File: config.mk
export PLATFORM = sky130hd
export DESIGN_NAME = reg_file_wb_flat
export DESIGN_NICKNAME = d
export VERILOG_FILES = /design/src/rtl/reg_file_wb_if.sv /design/src/rtl/reg_file_wb.sv /design/src/flat_wrapper.sv
export SDC_FILE = /design/constraint.sdc
export NUM_CORES = 1
export LEC_CHECK = 0
export CAP_MARGIN = 10
export CORE_AREA = 2 2 86 96
export CTS_CLUSTER_DIAMETER = 30
export DETAILED_ROUTE_END_ITERATION = 10
export DIE_AREA = 0 0 88 98
export PLACE_DENSITY_LB_ADDON = 0.05
export SYNTH_ARGS = -nofsm -noshare
export SYNTH_HDL_FRONTEND = slang
export SYNTH_SLANG_ARGS = --single-unit
export TNS_END_PERCENT = 20
File: constraint.sdc
create_clock -name clk -period 1.9 [get_ports clk]
set_clock_uncertainty 0.2 [all_clocks]
set_input_delay 0.38 -clock clk [delete_from_list [all_inputs] [get_ports clk]]
set_output_delay 0.38 -clock clk [all_outputs]
set_load 0.01 [all_outputs]
File: src/rtl/reg_file_wb_if.sv
// Bus bundle for reg_file_wb: three read ports, one write request port,
// pipeline control inputs and write-back status outputs.
interface reg_file_wb_if;
  logic [1:0] rd_addr_a;
  logic [1:0] rd_addr_b;
  logic [1:0] rd_addr_0;
  logic       wr_en;
  logic [1:0] wr_addr;
  logic [7:0] wr_data;
  logic       stall;
  logic       flush;
  logic [7:0] rd_data_a;
  logic [7:0] rd_data_b;
  logic [7:0] rd_data_0;
  logic       wb_pending;
  logic       wr_dropped;

  modport master (
    output rd_addr_a, rd_addr_b, rd_addr_0, wr_en, wr_addr, wr_data, stall, flush,
    input  rd_data_a, rd_data_b, rd_data_0, wb_pending, wr_dropped
  );

  modport slave (
    input  rd_addr_a, rd_addr_b, rd_addr_0, wr_en, wr_addr, wr_data, stall, flush,
    output rd_data_a, rd_data_b, rd_data_0, wb_pending, wr_dropped
  );
endinterface

File: src/rtl/reg_file_wb.sv
// 4x8 register file with a one-entry write-back stage in front of the array.
// Reads are combinational and bypass the pending write-back entry.
module reg_file_wb (
  input  logic          clk,
  input  logic          reset,
  reg_file_wb_if.slave  bus
);

  logic [7:0] mem [4];
  logic       wb_valid;
  logic [1:0] wb_addr;
  logic [7:0] wb_data;
  logic       wr_dropped_q;

  always_ff @(posedge clk) begin
    if (reset) begin
      for (int unsigned i = 0; i < 4; i++) mem[i] <= '0;
      wb_valid     <= 1'b0;
      wb_addr      <= '0;
      wb_data      <= '0;
      wr_dropped_q <= 1'b0;
    end else begin
      // Commit ignores stall; flush squashes the entry instead of writing it.
      if (wb_valid && !bus.flush) mem[wb_addr] <= wb_data;
      wr_dropped_q <= bus.wr_en && bus.stall;
      if (bus.wr_en && !bus.stall) begin
        wb_valid <= 1'b1;
        wb_addr  <= bus.wr_addr;
        wb_data  <= bus.wr_data;
      end else begin
        wb_valid <= 1'b0;
      end
    end
  end

  always_comb begin
    bus.rd_data_a = (wb_valid && bus.rd_addr_a == wb_addr) ? wb_data : mem[bus.rd_addr_a];
    bus.rd_data_b = (wb_valid && bus.rd_addr_b == wb_addr) ? wb_data : mem[bus.rd_addr_b];
    bus.rd_data_0 = (wb_valid && bus.rd_addr_0 == wb_addr) ? wb_data : mem[bus.rd_addr_0];
    bus.wb_pending = wb_valid;
    bus.wr_dropped = wr_dropped_q;
  end

endmodule

File: src/flat_wrapper.sv
// flat-port wrapper written by rule: the top's interface ports become plain ports
module reg_file_wb_flat 
  (clk, reset, bus_rd_addr_a, bus_rd_addr_b, bus_rd_addr_0, bus_wr_en, bus_wr_addr, bus_wr_data, bus_stall, bus_flush, bus_rd_data_a, bus_rd_data_b, bus_rd_data_0, bus_wb_pending, bus_wr_dropped);
  reg_file_wb_if bus_i ();
  input  logic clk;
  input  logic reset;
  input wire logic [$bits(bus_i.rd_addr_a)-1:0] bus_rd_addr_a;
  input wire logic [$bits(bus_i.rd_addr_b)-1:0] bus_rd_addr_b;
  input wire logic [$bits(bus_i.rd_addr_0)-1:0] bus_rd_addr_0;
  input wire logic [$bits(bus_i.wr_en)-1:0] bus_wr_en;
  input wire logic [$bits(bus_i.wr_addr)-1:0] bus_wr_addr;
  input wire logic [$bits(bus_i.wr_data)-1:0] bus_wr_data;
  input wire logic [$bits(bus_i.stall)-1:0] bus_stall;
  input wire logic [$bits(bus_i.flush)-1:0] bus_flush;
  output wire logic [$bits(bus_i.rd_data_a)-1:0] bus_rd_data_a;
  output wire logic [$bits(bus_i.rd_data_b)-1:0] bus_rd_data_b;
  output wire logic [$bits(bus_i.rd_data_0)-1:0] bus_rd_data_0;
  output wire logic [$bits(bus_i.wb_pending)-1:0] bus_wb_pending;
  output wire logic [$bits(bus_i.wr_dropped)-1:0] bus_wr_dropped;
  assign bus_i.rd_addr_a = bus_rd_addr_a;
  assign bus_i.rd_addr_b = bus_rd_addr_b;
  assign bus_i.rd_addr_0 = bus_rd_addr_0;
  assign bus_i.wr_en = bus_wr_en;
  assign bus_i.wr_addr = bus_wr_addr;
  assign bus_i.wr_data = bus_wr_data;
  assign bus_i.stall = bus_stall;
  assign bus_i.flush = bus_flush;
  assign bus_rd_data_a = bus_i.rd_data_a;
  assign bus_rd_data_b = bus_i.rd_data_b;
  assign bus_rd_data_0 = bus_i.rd_data_0;
  assign bus_wb_pending = bus_i.wb_pending;
  assign bus_wr_dropped = bus_i.wr_dropped;
  reg_file_wb u_core (.clk(clk), .reset(reset), .bus(bus_i));
endmodule
======== After elaboration in Yosys (flattened, before gate mapping) ========
Memory sizes are Yosys's and may differ from the RTL's.
Cells that the tools add are included.
cells by class
  reductions and logical operators ........ 9
  mux-type cells .......................... 12
  eq/ne operators ......................... 3
operator list
  cell                 number
  two-way mux 8 bit    4
  OR reduction 8 bit   1
  two-way mux 1 bit    7
  equality test 2 bit  3
  logical AND 1 bit    6
  logical NOT 1 bit    2
  two-way mux 2 bit    1
storage, ports and cells
  output and inout port bits .............. 26
  logic and storage cells ................. 29
  memories ................................ 1
  register bits after elaboration ......... 12
  bits of input ports ..................... 21
  RAM bits ................................ 32
memory list
  memory      words  bits a word  read ports  clocked after memory_dff  write ports  line              RTL
  u_core.mem  4      8            3           0                         4            reg_file_wb.sv:9  logic [7:0] mem [4];

======== Depth between registers and ports, before layout ========
  depth after elaboration ................. 7
  gate-level depth with buffers ........... 6
  mapped depth without buffers ............ 3

======== Least setup slack after synthesis ========
No wires, ideal clock.
  kind .................................... input-to-output
  from .................................... input bus_rd_addr_0[0]
  to ...................................... output bus_rd_data_0[0]
  buffers on the path ..................... 1
  arrival ................................. 1300 ps
  data required time ...................... 1320 ps
  cell stages on the path ................. 3
  setup slack ............................. 20 ps
  cell sequence ........................... buf_6 > mux4_2 > mux2_2
on the way
  word-level cells in the longest chain between the ends .. 3
  elaborated cells between the ends (all ways) .. 4
  classes of those cells .................. eq/ne (1); mux (1); reduce/logical (1); memory (1)
RTL lines
  item                                                                        line                RTL
  start: declaration                                                          flat_wrapper.sv:9   input wire logic [$bits(bus_i.rd_addr_0)-1:0] bus_rd_addr_0;
  parallel branches: the longest is 2 deep, another holds memory (4 x 8 bit)  -
  two-way mux 8 bit (*)                                                       reg_file_wb.sv:39   bus.rd_data_0 = (wb_valid && bus.rd_addr_0 == wb_addr) ? wb_data : mem[bus.rd_addr_0];
  end: declaration                                                            flat_wrapper.sv:17  output wire logic [$bits(bus_i.rd_data_0)-1:0] bus_rd_data_0;
Every way passes the cells marked *.

==> metrics.md <==
| Metric | Value |
|---|---|
| CTS max path bufs | 2 |
| CTS root buf | clkbuf_8 |
| Post-route ant nets | 0 |
| Comb power frac | about 23% |
| Finished Core Util | 49.1% |
| Worst slew pin tran | roughly 0.43 ns |
| Met3 usage | under 10% |
| Leakage | 1.54 nW |
| Minimum clock period | 2.30 ns |
| WHS Endpoint | u_core.wb_data[6] |
| Multi-input gate area | roughly 1400 um^2 |
| Max Fanout on Critical Path | 3 |
| Run status | finished with violations |
| Vias per inst | ~4.8 |
| Clock buffer count from CTS | 5 |
| Met2 GRT Util | between 30% and 40% |
| Largest net degree at the start of global routing | 17 |
| Total track usage | between 10% and 20% |
| Net switching power | 0.000567 W |
| Pwr Density | slightly above 600 nW/um^2 |
| Syn. warnings | 0 |
| Hold WS | around 0.35 ns |
| Post-Syn Area | 2620 um^2 |
| Fillers | about 700 |
| Setup CP Type | reg2out |
| Routed WL | approximately 7.3 mm |
| Most frequent cells in the layout | 33 x buf_6, 32 x and2_1, 32 x edfxtp_1 |
| # port buffers | 46 |
| Hold-fix buffer count after cts | 0 |
| Placed wire-length estimate | 5.18 mm |
| RSZ-0062 raised after global routing | yes |
| Predominant post-synthesis flop cell | edfxtp_1 |
| First-pass GRT wire length | 11.3 mm |
| Setup crit start kind | register |
| Vias | ~1800 |
| Critical Path RT | roughly 1.3 ns |
| Clk_lat worst skew | between 0.2 and 0.3 ns |
| Drt first pass iters | 6 |
| Syn Area/Cell | around 14 um^2 |
| Routability cong. | roughly 0.73 |
| Register area share after synthesis | 45.8% |
| # clock sinks | 44 |
| Chip Width | about 88 um |
| Pins over their slew limit | 0 |
| GRT busiest layer | met2 |
| N_diodes | 0 |
| Die ar. | ~8600 um^2 |
| Detailed-route DRC error count | 0 |
| CP peak stage delay | 0.46 ns |
| HP Start | u_core.wb_data[6] |
| Gr ovfl total | 0 |
| CP max stage cell | mux4_2 |
| Critical path launch point | u_core.mem[3][4] |
| M1 GR Usage | roughly a quarter |
| Register share of total power | 48.1% |
| # nets final | roughly 290 |
| Worst slew margin | ~70% |
| Fraction of layout cells with a size suffix above 1 | about half |
| Final Hold Vio Count | 0 |
| Initial antenna violation count | 0 |
| Sw Share | between 20 and 25% |
| FF/Latch Area | between 1000 and 1500 um^2 |
| Max_cap viols | 0 |
| Reg-to-reg startpoint | u_core.bus.wb_pending |
| Commonest non-fill, non-tap cell in the layout | buf_6 |
| Core area | roughly 7700 um^2 |
| Gate Count Post-Synth | ~190 |
| Site Rows | 34 |
| Synthesized net count | roughly 210 |
| Hold path depth | 2 |
| Peak supply drop | 0.320 mV |
| Number of synthesized flops with an enable pin | 32 |
| Most frequent CP cell | buf_6 |
| Clock transition at the registers of the reported paths | ~0.090 ns |
| Tightest Hold Check Type | reg2reg |
| Clock share of power | between 20 and 30% |
| Reg2reg path depth | 4 |
| CTS tree | built |
| Setup-violating endpoint count in the final report | 24 |
| Netlist cell types | 25 |
| Worst r2r dst | u_core.mem[0][6] |
| R2R Setup Slk | ~0.12 ns |
| P&R area growth vs syn | 44.4% |
| Cells along the critical path | buf_6 -> mux4_2 -> mux2_4 -> buf_6 |
| Synth async-reset ratio | 0% |
| Number of synthesized register bits | 44 |
| Vias in the first global route | around 2000 |
| WL per Instance | 19.6 um |
| DRT iter0 DRCs | ~120 |
| Die Span Y | between 90 and 100 um |
| Fmax | 434 MHz |
| Initial Util | between 30 and 40% |
| Failing checks | setup timing |
| Final period util | 121% |
| P_int | 0.00172 W |
| Fin worst setup slack | -0.404 ns |
| # IOs | 47 |
| CP arrival | 1.72 ns |
| H-tree depth | 2 |
| CP Capture Type | primary output |
| Pre-CTS WS | -1.01 ns |
-- worst max path at each step --
stage	cells after the start	slack [ns]	endpoint
final	4	-0.40	bus_rd_data_0[4]
after global routing	4	-0.45	bus_rd_data_0[4]
after CTS	4	-0.42	bus_rd_data_0[4]
after detailed placement	5	-1.01	bus_rd_data_a[3]
after global placement	5	-1.00	bus_rd_data_b[7]
after floorplan	3	0.02	bus_rd_data_0[0]
-- per-layer routing --
metal  up-vias  wire, um
li1        857         -
met1       886      3140
met5         -         0
met2        48      3760
met4         0       121
met3        11       267
-- worst max-delay path: cells and delay by family, from the launching register on --
| family | cells | cell delay, ns |
|---|---|---|
| mux | 2 | 0.73 |
| flops | 1 | 0.44 |
| buf+inv | 2 | 0.26 |
-- cells by family (layout without fill, tap and decap cells) --
family / count (synthesis) / count (layout) / synth area share [%]
AOI/OAI and AO/OA: 11 / 11 / 2.29
xor gates and xnor gates: 6 / 6 / 2.01
buffers and inverters: 16 / 89 / 3.77
DFF: 44 / 44 / 45.8
muxes: 48 / 48 / 30.9
and+or+nand+nor: 67 / 67 / 15.1
-- timing repair --
item                       in CTS  in global routing
pin swaps                       4                  4
gates cloned                    3                  0
buffers inserted                4                  0
resized for setup             173                 13
setup endpoints to repair      33                 24
-- cells in the mapped netlist, drive strengths merged, types with 2 or more instances --
library cell	number	share of area (%)
buf	12	3.2
and3b	2	0.67
and2	32	7.6
mux4	24	21
nand3	3	1.1
edfxtp	32	37
nor3b	2	1.2
nor2	2	0.29
nand2	21	3.0
dfxtp	12	9.2
clkbuf	3	0.48
mux2	24	10
or2	3	0.72
a21oi	10	1.9
xnor2	6	2.0
-- power groups by stage --
stage               clock [W]  sequential [W]  combinational (W)
floorplan                   0         0.00110           0.000233
global placement            0         0.00112           0.000440
detailed placement          0         0.00112           0.000443
CTS                  0.000685         0.00110           0.000513
global route         0.000721         0.00111           0.000552
finish               0.000670         0.00110           0.000519
-- per-stage QoR --
stage          power, W  setup TNS, ns  cell area [um^2]  instances
5_1_grt         0.00238          -8.35              3780        373
6_report        0.00229          -7.16              3780        373
3_5_place_dp    0.00157         -31.44              3390        360
4_1_cts         0.00230          -7.54              3750        374
3_3_place_gp    0.00156         -29.32              3390        360
2_1_floorplan   0.00134              0              2620        192
-- state kept, by name, summed over array words and instances, names as in the netlist --
name                   cells
u_core.bus.wb_pending      1
u_core.bus.wr_dropped      1
u_core.mem                32
u_core.wb_addr             2
u_core.wb_data             8
-- cell type report --
| cell class | count | share of cell area, % |
|---|---|---|
| clock buffers | 6 | 2.48 |
| clock inverters | 2 | 0.331 |
| inverters | 1 | 0.0992 |
| multi-input cells | 132 | 38.2 |
| flip-flops and latches | 44 | 32.1 |
| well taps | 108 | 3.57 |
| repair buffers | 80 | 23.2 |
Power figures use the tool's default switching activity.
